==> src/rtl/id_scoreboard_hazard.sv <==
// ID-stage hazard unit: per-register countdown scoreboard driving
// PC / IF-ID stalls and ID-EX bubbles, plus a saturating stall counter.
module id_scoreboard_hazard #(
    parameter int NUM_REGS     = 32,
    parameter int ADDR_W       = 5,
    parameter int ALU_LAT      = 0,
    parameter int LOAD_LAT     = 1,
    parameter int BRANCH_EXTRA = 1,
    parameter int CNT_W        = 2,
    parameter int PERF_W       = 32
) (
    input  logic                Clock,
    input  logic                Reset_n,
    input  logic                ID_Valid,
    input  logic [ADDR_W-1:0]   ID_rs,
    input  logic [ADDR_W-1:0]   ID_rt,
    input  logic                ID_UsesRs,
    input  logic                ID_UsesRt,
    input  logic                ID_IsBranch,
    input  logic                ID_WritesReg,
    input  logic                ID_IsLoad,
    input  logic [ADDR_W-1:0]   ID_rDest,
    input  logic                Flush_ID,
    output logic                Stall_PC,
    output logic                Stall_ID,
    output logic                Stall_ID_EX,
    output logic [NUM_REGS-1:0] Busy_Mask,
    output logic [PERF_W-1:0]   StallCount
);

    localparam logic [CNT_W-1:0] BE_C   = CNT_W'(BRANCH_EXTRA);
    localparam logic [CNT_W-1:0] ALU_C  = CNT_W'(ALU_LAT + BRANCH_EXTRA);
    localparam logic [CNT_W-1:0] LOAD_C = CNT_W'(LOAD_LAT + BRANCH_EXTRA);

    logic [CNT_W-1:0]  cnt_q [NUM_REGS];
    logic [CNT_W-1:0]  cnt_d [NUM_REGS];
    logic [PERF_W-1:0] stall_cnt_q, stall_cnt_d;

    logic [CNT_W-1:0] cnt_rs, cnt_rt, new_cnt, dec;
    logic             haz_rs, haz_rt, hazard, issue, load_en;

    // Register 0 is never tracked, so its lookups fall through to zero.
    always_comb begin
        cnt_rs = '0;
        cnt_rt = '0;
        for (int i = 1; i < NUM_REGS; i++) begin
            if (ID_rs == ADDR_W'(i)) cnt_rs = cnt_q[i];
            if (ID_rt == ADDR_W'(i)) cnt_rt = cnt_q[i];
        end
    end

    always_comb begin
        haz_rs = ID_UsesRs && (ID_rs != '0) &&
                 ((cnt_rs > BE_C) || (ID_IsBranch && (cnt_rs != '0)));
        haz_rt = ID_UsesRt && (ID_rt != '0) &&
                 ((cnt_rt > BE_C) || (ID_IsBranch && (cnt_rt != '0)));
        hazard  = ID_Valid && !Flush_ID && (haz_rs || haz_rt);
        issue   = ID_Valid && !Flush_ID && !hazard;
        load_en = issue && ID_WritesReg && (ID_rDest != '0);
        new_cnt = ID_IsLoad ? LOAD_C : ALU_C;
    end

    assign Stall_PC    = hazard;
    assign Stall_ID    = hazard;
    assign Stall_ID_EX = hazard;

    // WAW keeps the longer of the in-flight and the new latency.
    always_comb begin
        cnt_d[0] = '0;
        dec      = '0;
        for (int i = 1; i < NUM_REGS; i++) begin
            dec = (cnt_q[i] == '0) ? '0 : cnt_q[i] - CNT_W'(1);
            if (load_en && (ID_rDest == ADDR_W'(i)))
                cnt_d[i] = (dec > new_cnt) ? dec : new_cnt;
            else
                cnt_d[i] = dec;
        end
    end

    always_comb begin
        stall_cnt_d = stall_cnt_q;
        if (hazard && (stall_cnt_q != '1))
            stall_cnt_d = stall_cnt_q + PERF_W'(1);
    end

    always_ff @(posedge Clock or negedge Reset_n) begin
        if (!Reset_n) begin
            for (int i = 0; i < NUM_REGS; i++) cnt_q[i] <= '0;
            stall_cnt_q <= '0;
        end else begin
            for (int i = 0; i < NUM_REGS; i++) cnt_q[i] <= cnt_d[i];
            stall_cnt_q <= stall_cnt_d;
        end
    end

    always_comb begin
        Busy_Mask = '0;
        for (int i = 1; i < NUM_REGS; i++)
            Busy_Mask[i] = (cnt_q[i] != '0);
    end

    assign StallCount = stall_cnt_q;

endmodule

==> config.mk <==
export PLATFORM = sky130hd
export DESIGN_NAME = id_scoreboard_hazard
export DESIGN_NICKNAME = d
export VERILOG_FILES = /design/src/rtl/id_scoreboard_hazard.sv
export SDC_FILE = /design/constraint.sdc
export NUM_CORES = 1
export LEC_CHECK = 0
export CAP_MARGIN = 20
export CORE_MARGIN = 2
export CORE_UTILIZATION = 45
export CTS_CLUSTER_DIAMETER = 150
export CTS_CLUSTER_SIZE = 12
export DETAILED_ROUTE_END_ITERATION = 8
export GPL_ROUTABILITY_DRIVEN = 0
export GPL_TIMING_DRIVEN = 0
export PLACE_DENSITY = 0.67
export SYNTH_ARGS = -nofsm -noshare
export SYNTH_HDL_FRONTEND = slang
export SYNTH_SLANG_ARGS = --single-unit
==> constraint.sdc <==
create_clock -name Clock -period 11.5 [get_ports Clock]
set_clock_uncertainty 0.2 [all_clocks]
set_input_delay 2.3 -clock Clock [delete_from_list [all_inputs] [get_ports Clock]]
set_output_delay 2.3 -clock Clock [all_outputs]
set_load 0.005 [all_outputs]
# Yosys cells after proc, flatten, opt, wreduce, memory -nomap -nowiden
# Index checks and enable logic that the tools add are counted.
[word_totals] ff_bits=94 elab_cells=462
[op_classes] add_sub_neg=32 order_cmp=33 eq_ne=94 n_mux=156 reduce_logical=115
[ops] op="two-way mux 2 bit" n=156
[ops] op="equality test 5 bit, second input constant" n=48
[ops] op="equality test 5 x 4 -> 1 bit, second input constant" n=24
[ops] op="nonzero test 2 bit" n=33
[ops] op="greater-than comparator 2 bit" n=31
[ops] op="zero test 2 bit" n=31
[ops] op="subtractor 2 x 1 -> 2 bit, second input constant" n=31
[ops] op="equality test 5 x 3 -> 1 bit, second input constant" n=12
[ops] op="logical AND 1 bit" n=43
[ops] op="adder 32 x 1 -> 32 bit, second input constant" n=1
[ops] op="!= test 32 bit, second input constant" n=1
[ops] op="equality test 5 x 2 -> 1 bit, second input constant" n=6
[ops] op="equality test 5 x 1 -> 1 bit, second input constant" n=3
[ops] op="nonzero test 5 bit" n=3
[ops] op="greater-than comparator 2 x 1 -> 1 bit, second input constant" n=2
[ops] op="logical OR 1 bit" n=3
[ops] op="zero test 1 bit" n=2

# Logic depth before layout (Yosys ltp)
[depth] depth_word=44 depth_mapped=15

# Worst setup path after synthesis
# Ideal clock, no wire load.
[synth_timing] kind="input to output" start="input port ID_rs[0]" end="output port Stall_ID_EX" t_arrival_ns=4.486 t_required_ns=9.000 setup_slack_ns=4.514 cell_stages=13 path_cell_list="buf_6 -> buf_6 -> buf_6 -> buf_2 -> nor3_1 -> mux2_2 -> a21oi_1 -> o2111ai_1 -> a31oi_4 -> buf_6 -> buf_6 -> nor2_1 -> buf_4"
[synth_via] elab_chain_cells=38
[synth_lines] element="from (decl)" line="15" rtl="input logic [ADDR_W-1:0] ID_rs,"
[synth_lines] element="branches (longest 35 deep; another with equality test 5 x 1 -> 1 bit)"
[synth_lines] element="logical AND 1 bit (*)" line="53" rtl="haz_rs = ID_UsesRs && (ID_rs != '0) &&"
[synth_lines] element="logical OR 1 bit (*)" line="57" rtl="hazard = ID_Valid && !Flush_ID && (haz_rs || haz_rt);"
[synth_lines] element="logical AND 1 bit (*)" line="57"
[synth_lines] element="to (decl)" line="26" rtl="output logic Stall_ID_EX,"
# Every way passes the cells marked *.

# Final worst setup path
[layout_timing] start="input port ID_rt[0]" end="output port Stall_PC"
[layout_via] elab_chain_cells=38
[layout_lines] element="from (decl)" line="16" rtl="input logic [ADDR_W-1:0] ID_rt,"
[layout_lines] element="branches (longest 35 deep; another with equality test 5 x 1 -> 1 bit)"
[layout_lines] element="logical AND 1 bit (*)" line="55" rtl="haz_rt = ID_UsesRt && (ID_rt != '0) &&"
[layout_lines] element="logical OR 1 bit (*)" line="57"
[layout_lines] element="logical AND 1 bit (*)" line="57"
[layout_lines] element="to (decl)" line="24" rtl="output logic Stall_PC,"
# Marks and branches as above.

==> results by group <==
Flow run
  • Max-cap viol count: 0

Synthesis
  • Adder-cell share of the synthesized area: less than 1%
  • Largest family of logic cells by synthesized area: simple AND/OR/NAND/NOR gates
  • Unique masters post-synth: between 80 and 90
  • Post-synthesis register bit count: 94
  • Xor/xnor share of the synthesized area: under 10%
  • Register area share after synthesis: a little over a third
  • Prevailing post-synth register cell: dfrtp_1
  • Post-synthesis mux area share: under 10%
  • Area contributors post-synth: dfrtp_1 (35%), xor2_1 (3.5%), a311oi_1 (3.3%), nor4_2 (3.2%), nand2_1 (3.1%)
  • Synth Area in Simple Gates: 26.22%
  • Cells after synthesis: approximately 730
  • Area leader, netlist: dfrtp_1
  • Warnings, synthesis: 0
  • Fraction of registers with async set/reset: 100.0%
  • Mapped cell area: 0.006699 mm²
  • Post-synth EDFFs: 0
  • Complex-gate fraction of the synthesized area: between 20% and 30%
  • Syn_area_per_cell: approximately 9 µm²
  • Post-synth top area share: 35.11%
  • Synthesized Nets: between 700 and 800

Pwr
  • Part of the power in registers: 44.0%
  • Cell Pwr Density: approximately 100 mW/mm²
  • Net Sw Power: approximately 240 µW
  • Sw frac: slightly below 30%
  • Clk pwr share: 36.0%
  • Power Internal: about 570 µW
  • Peak VDD IR: about 0.09 mV
  • Leak: about 0.0034 µW
  • Combinational Power Share: between 20% and 30%

Global route
  • First-pass GRT wire length: 36,670 µm
  • Global route overflow: 0
  • Initial antenna violation count: 0
  • Largest net degree at the start of global routing: 53
  • Total track usage: around 30%
  • Vias in the first global route: about 6,500

Worst setup path
  • CP endpoint kind: output pin
  • Worst path arrival time: between 6 and 7 ns
  • Critical Path, Cell by Cell: clkdlybuf4s50_1, buf_4, buf_2, mux2i_1, o21ai_0, a21oi_1, o21ai_0, a21oi_1, o211ai_1, a31oi_4, buf_6, buf_6, nor2_1, buf_4, clkdlybuf4s50_1
  • R2R Path Start: cnt_q[47]
  • CP startpoint: ID_rt[0]
  • Worst reg2reg path depth: 10
  • Reg2Reg Setup Slack: approximately 8.1 ns
  • Crit path required time: 9.00 ns
  • Crit path max-delay cell type: clkdlybuf4s50_1
  • Worst path max stage delay: around 0.70 ns
  • Startpoint class of the critical path: primary input
  • Critical Path Fanout Max: 10
  • Setup CP Type: in2out
  • Reg2reg end: cnt_q[14]

Timing
  • Setup TNS Final: 0 ns
  • Tcrit/Tclk final: ~76%
  • Max-slew headroom: between 40 and 50%
  • RSZ-0062 raised after global routing: no
  • Minimum clock period after layout: 8.689 ns
  • Max-slew violation count: 0
  • Max Freq: 115.1 MHz
  • # setup viols final: 0
  • Tightest Pin Transition: just over 0.8 ns
  • Final Hold Viols: 0
  • Worst setup margin: ~2.8 ns

Drt
  • 1st-iter DRT viols: around 1,100
  • Initial DRT Pass Iterations: 6
  • Vias post-DR: between 6,000 and 7,000
  • DRC: 0
  • Overall routed net length: approximately 24,000 µm
  • Post-route ant nets: 0
  • Vias per std cell: 6.639
  • Average routed wire per standard cell: 23.31 µm

Final layout
  • Area growth, synth to finish: 20.96%
  • Share of cells above drive strength 1: 16.87%
  • Most frequent cells in the layout: dfrtp_1 (94), clkdlybuf4s50_1 (85), nand2_1 (55)
  • ANT cells: 0
  • Filler cells: approximately 1,300
  • Fin nets: between 800 and 900
  • Layout Cells excl Fill: about 1,000
  • Commonest non-fill, non-tap cell in the layout: dfrtp_1

Clock network
  • CTS Buffer Depth: 2
  • Post-CTS sizing: 0
  • Clock sinks: 94
  • Postcts setup bufs: 0
  • CTS tree: yes
  • Hold_buf cts: 0
  • Root Buffer: clkbuf_16
  • CTS buffer count: 9
  • Clk Latency, worst-skew pair: 0.35 ns
  • Reg clk slew, reported paths: around 0.06 ns
  • Total number of H-tree levels: 3

Run status
  • Status: completed

Floorplan
  • Rows: between 40 and 50
  • # IOs: 91
  • DIE WIDTH: 126.0 µm
  • Die Y: about 130 µm
  • Initial Utilization: 46.09%
  • CORE AREA: ~0.015 mm²
  • Die Area: around 0.016 mm²

Hold path
  • Min-Delay Path Depth: 1
  • Hold EP: StallCount[23]
  • HP Start: StallCount[23]
  • Hold crit path type: reg2reg

Placed design
  • Dpl hpwl: approximately 18,000 µm
  • Placed Cells: 1,004
  • Pre-CTS WS: 2.980 ns
  • Buffers added on ports: 86
-- sequential cells by signal, summed over array words and instances (netlist names) --
signal      cells
cnt_q          62
StallCount     32
-- metal layers --
layer,global-route usage [%],wire (µm),vias up
li1,-,-,2936
met1,40.91,9583,3265
met2,43.04,10100,466
met3,8.326,2916,105
met4,14.35,1173,0
met5,0,0,-
-- cell type report --
class,instances,area (µm²),area share (%)
Sequential cell,94,2352,29.03
Buffer,48,296.5,3.660
Clock buffer,13,270.3,3.335
Tap cell,184,230.2,2.841
Clock inverter,3,17.52,0.2162
Multi-Input combinational cell,556,3919,48.36
Inverter,35,131.4,1.621
Timing Repair Buffer,87,885.9,10.93
-- worst max-delay path: cells and delay by family --
family | cells | cell delay, ns
buffers and inverters | 7 | 2.32
AO/OA/AOI/OAI | 6 | 1.22
multiplexers | 1 | 0.23
AND/OR/NAND/NOR | 1 | 0.08
-- cell families after synthesis --
logic type	Yosys count
AO/OA/AOI/OAI	206
XOR/XNOR	31
adder cells (fa/ha/maj)	1
buffers and inverters	83
flip-flops	94
multiplexers	26
other	1
AND/OR/NAND/NOR	291
-- synth_stat cells (5+ instances only) --
cell,instances
and4_1,5
inv_1,34
nor2b_1,15
xor2_1,27
mux2_2,8
nand2b_1,15
a22o_1,21
clkbuf_1,13
mux2i_1,12
o211ai_1,7
a31oi_1,5
dfrtp_1,94
a32o_1,5
nand3_1,19
or2_2,29
nand4_1,10
a311oi_1,25
a31o_2,13
o21ai_0,32
buf_4,9
a31o_1,7
buf_2,18
buf_6,8
nor3_2,7
nor4_2,17
and3_1,10
and2_1,7
nor2_1,50
o2bb2ai_1,5
nand2_1,55
nand3b_1,7
a21oi_1,24
nor3b_1,12
nor3_1,14
a211oi_1,5
-- worst max path at each step --
stage | endpoint | depth (start not counted) | slack (ns)
floorplan | Stall_ID_EX | 13 | 4.51
global placement | Stall_PC | 15 | 2.94
detailed placement | Stall_PC | 15 | 2.98
CTS | Stall_PC | 15 | 2.94
global route | Stall_PC | 15 | 2.79
finish | Stall_PC | 15 | 2.81
-- power groups by stage --
stage / Combinational [µW] / Sequential, µW / Clock (µW)
finish: 163 / 358 / 293
CTS: 160 / 358 / 296
floorplan: 84.5 / 361 / 0
detailed placement: 159 / 363 / 0
global route: 173 / 359 / 312
global placement: 157 / 363 / 0
-- through the flow --
step	utilization (%)	area (µm²)	power [µW]	hold WS, ns
finish	55.75	8103	813.7	0.2817
global route	55.75	8103	844.7	0.3004
CTS	55.75	8103	813.3	0.2904
detailed placement	53.77	7815	522.2	0.2792
global placement	53.60	7790	519.5	0.2751
floorplan	-	6699	445.4	0.2770
No activity file was read; power rests on OpenSTA's default activity.
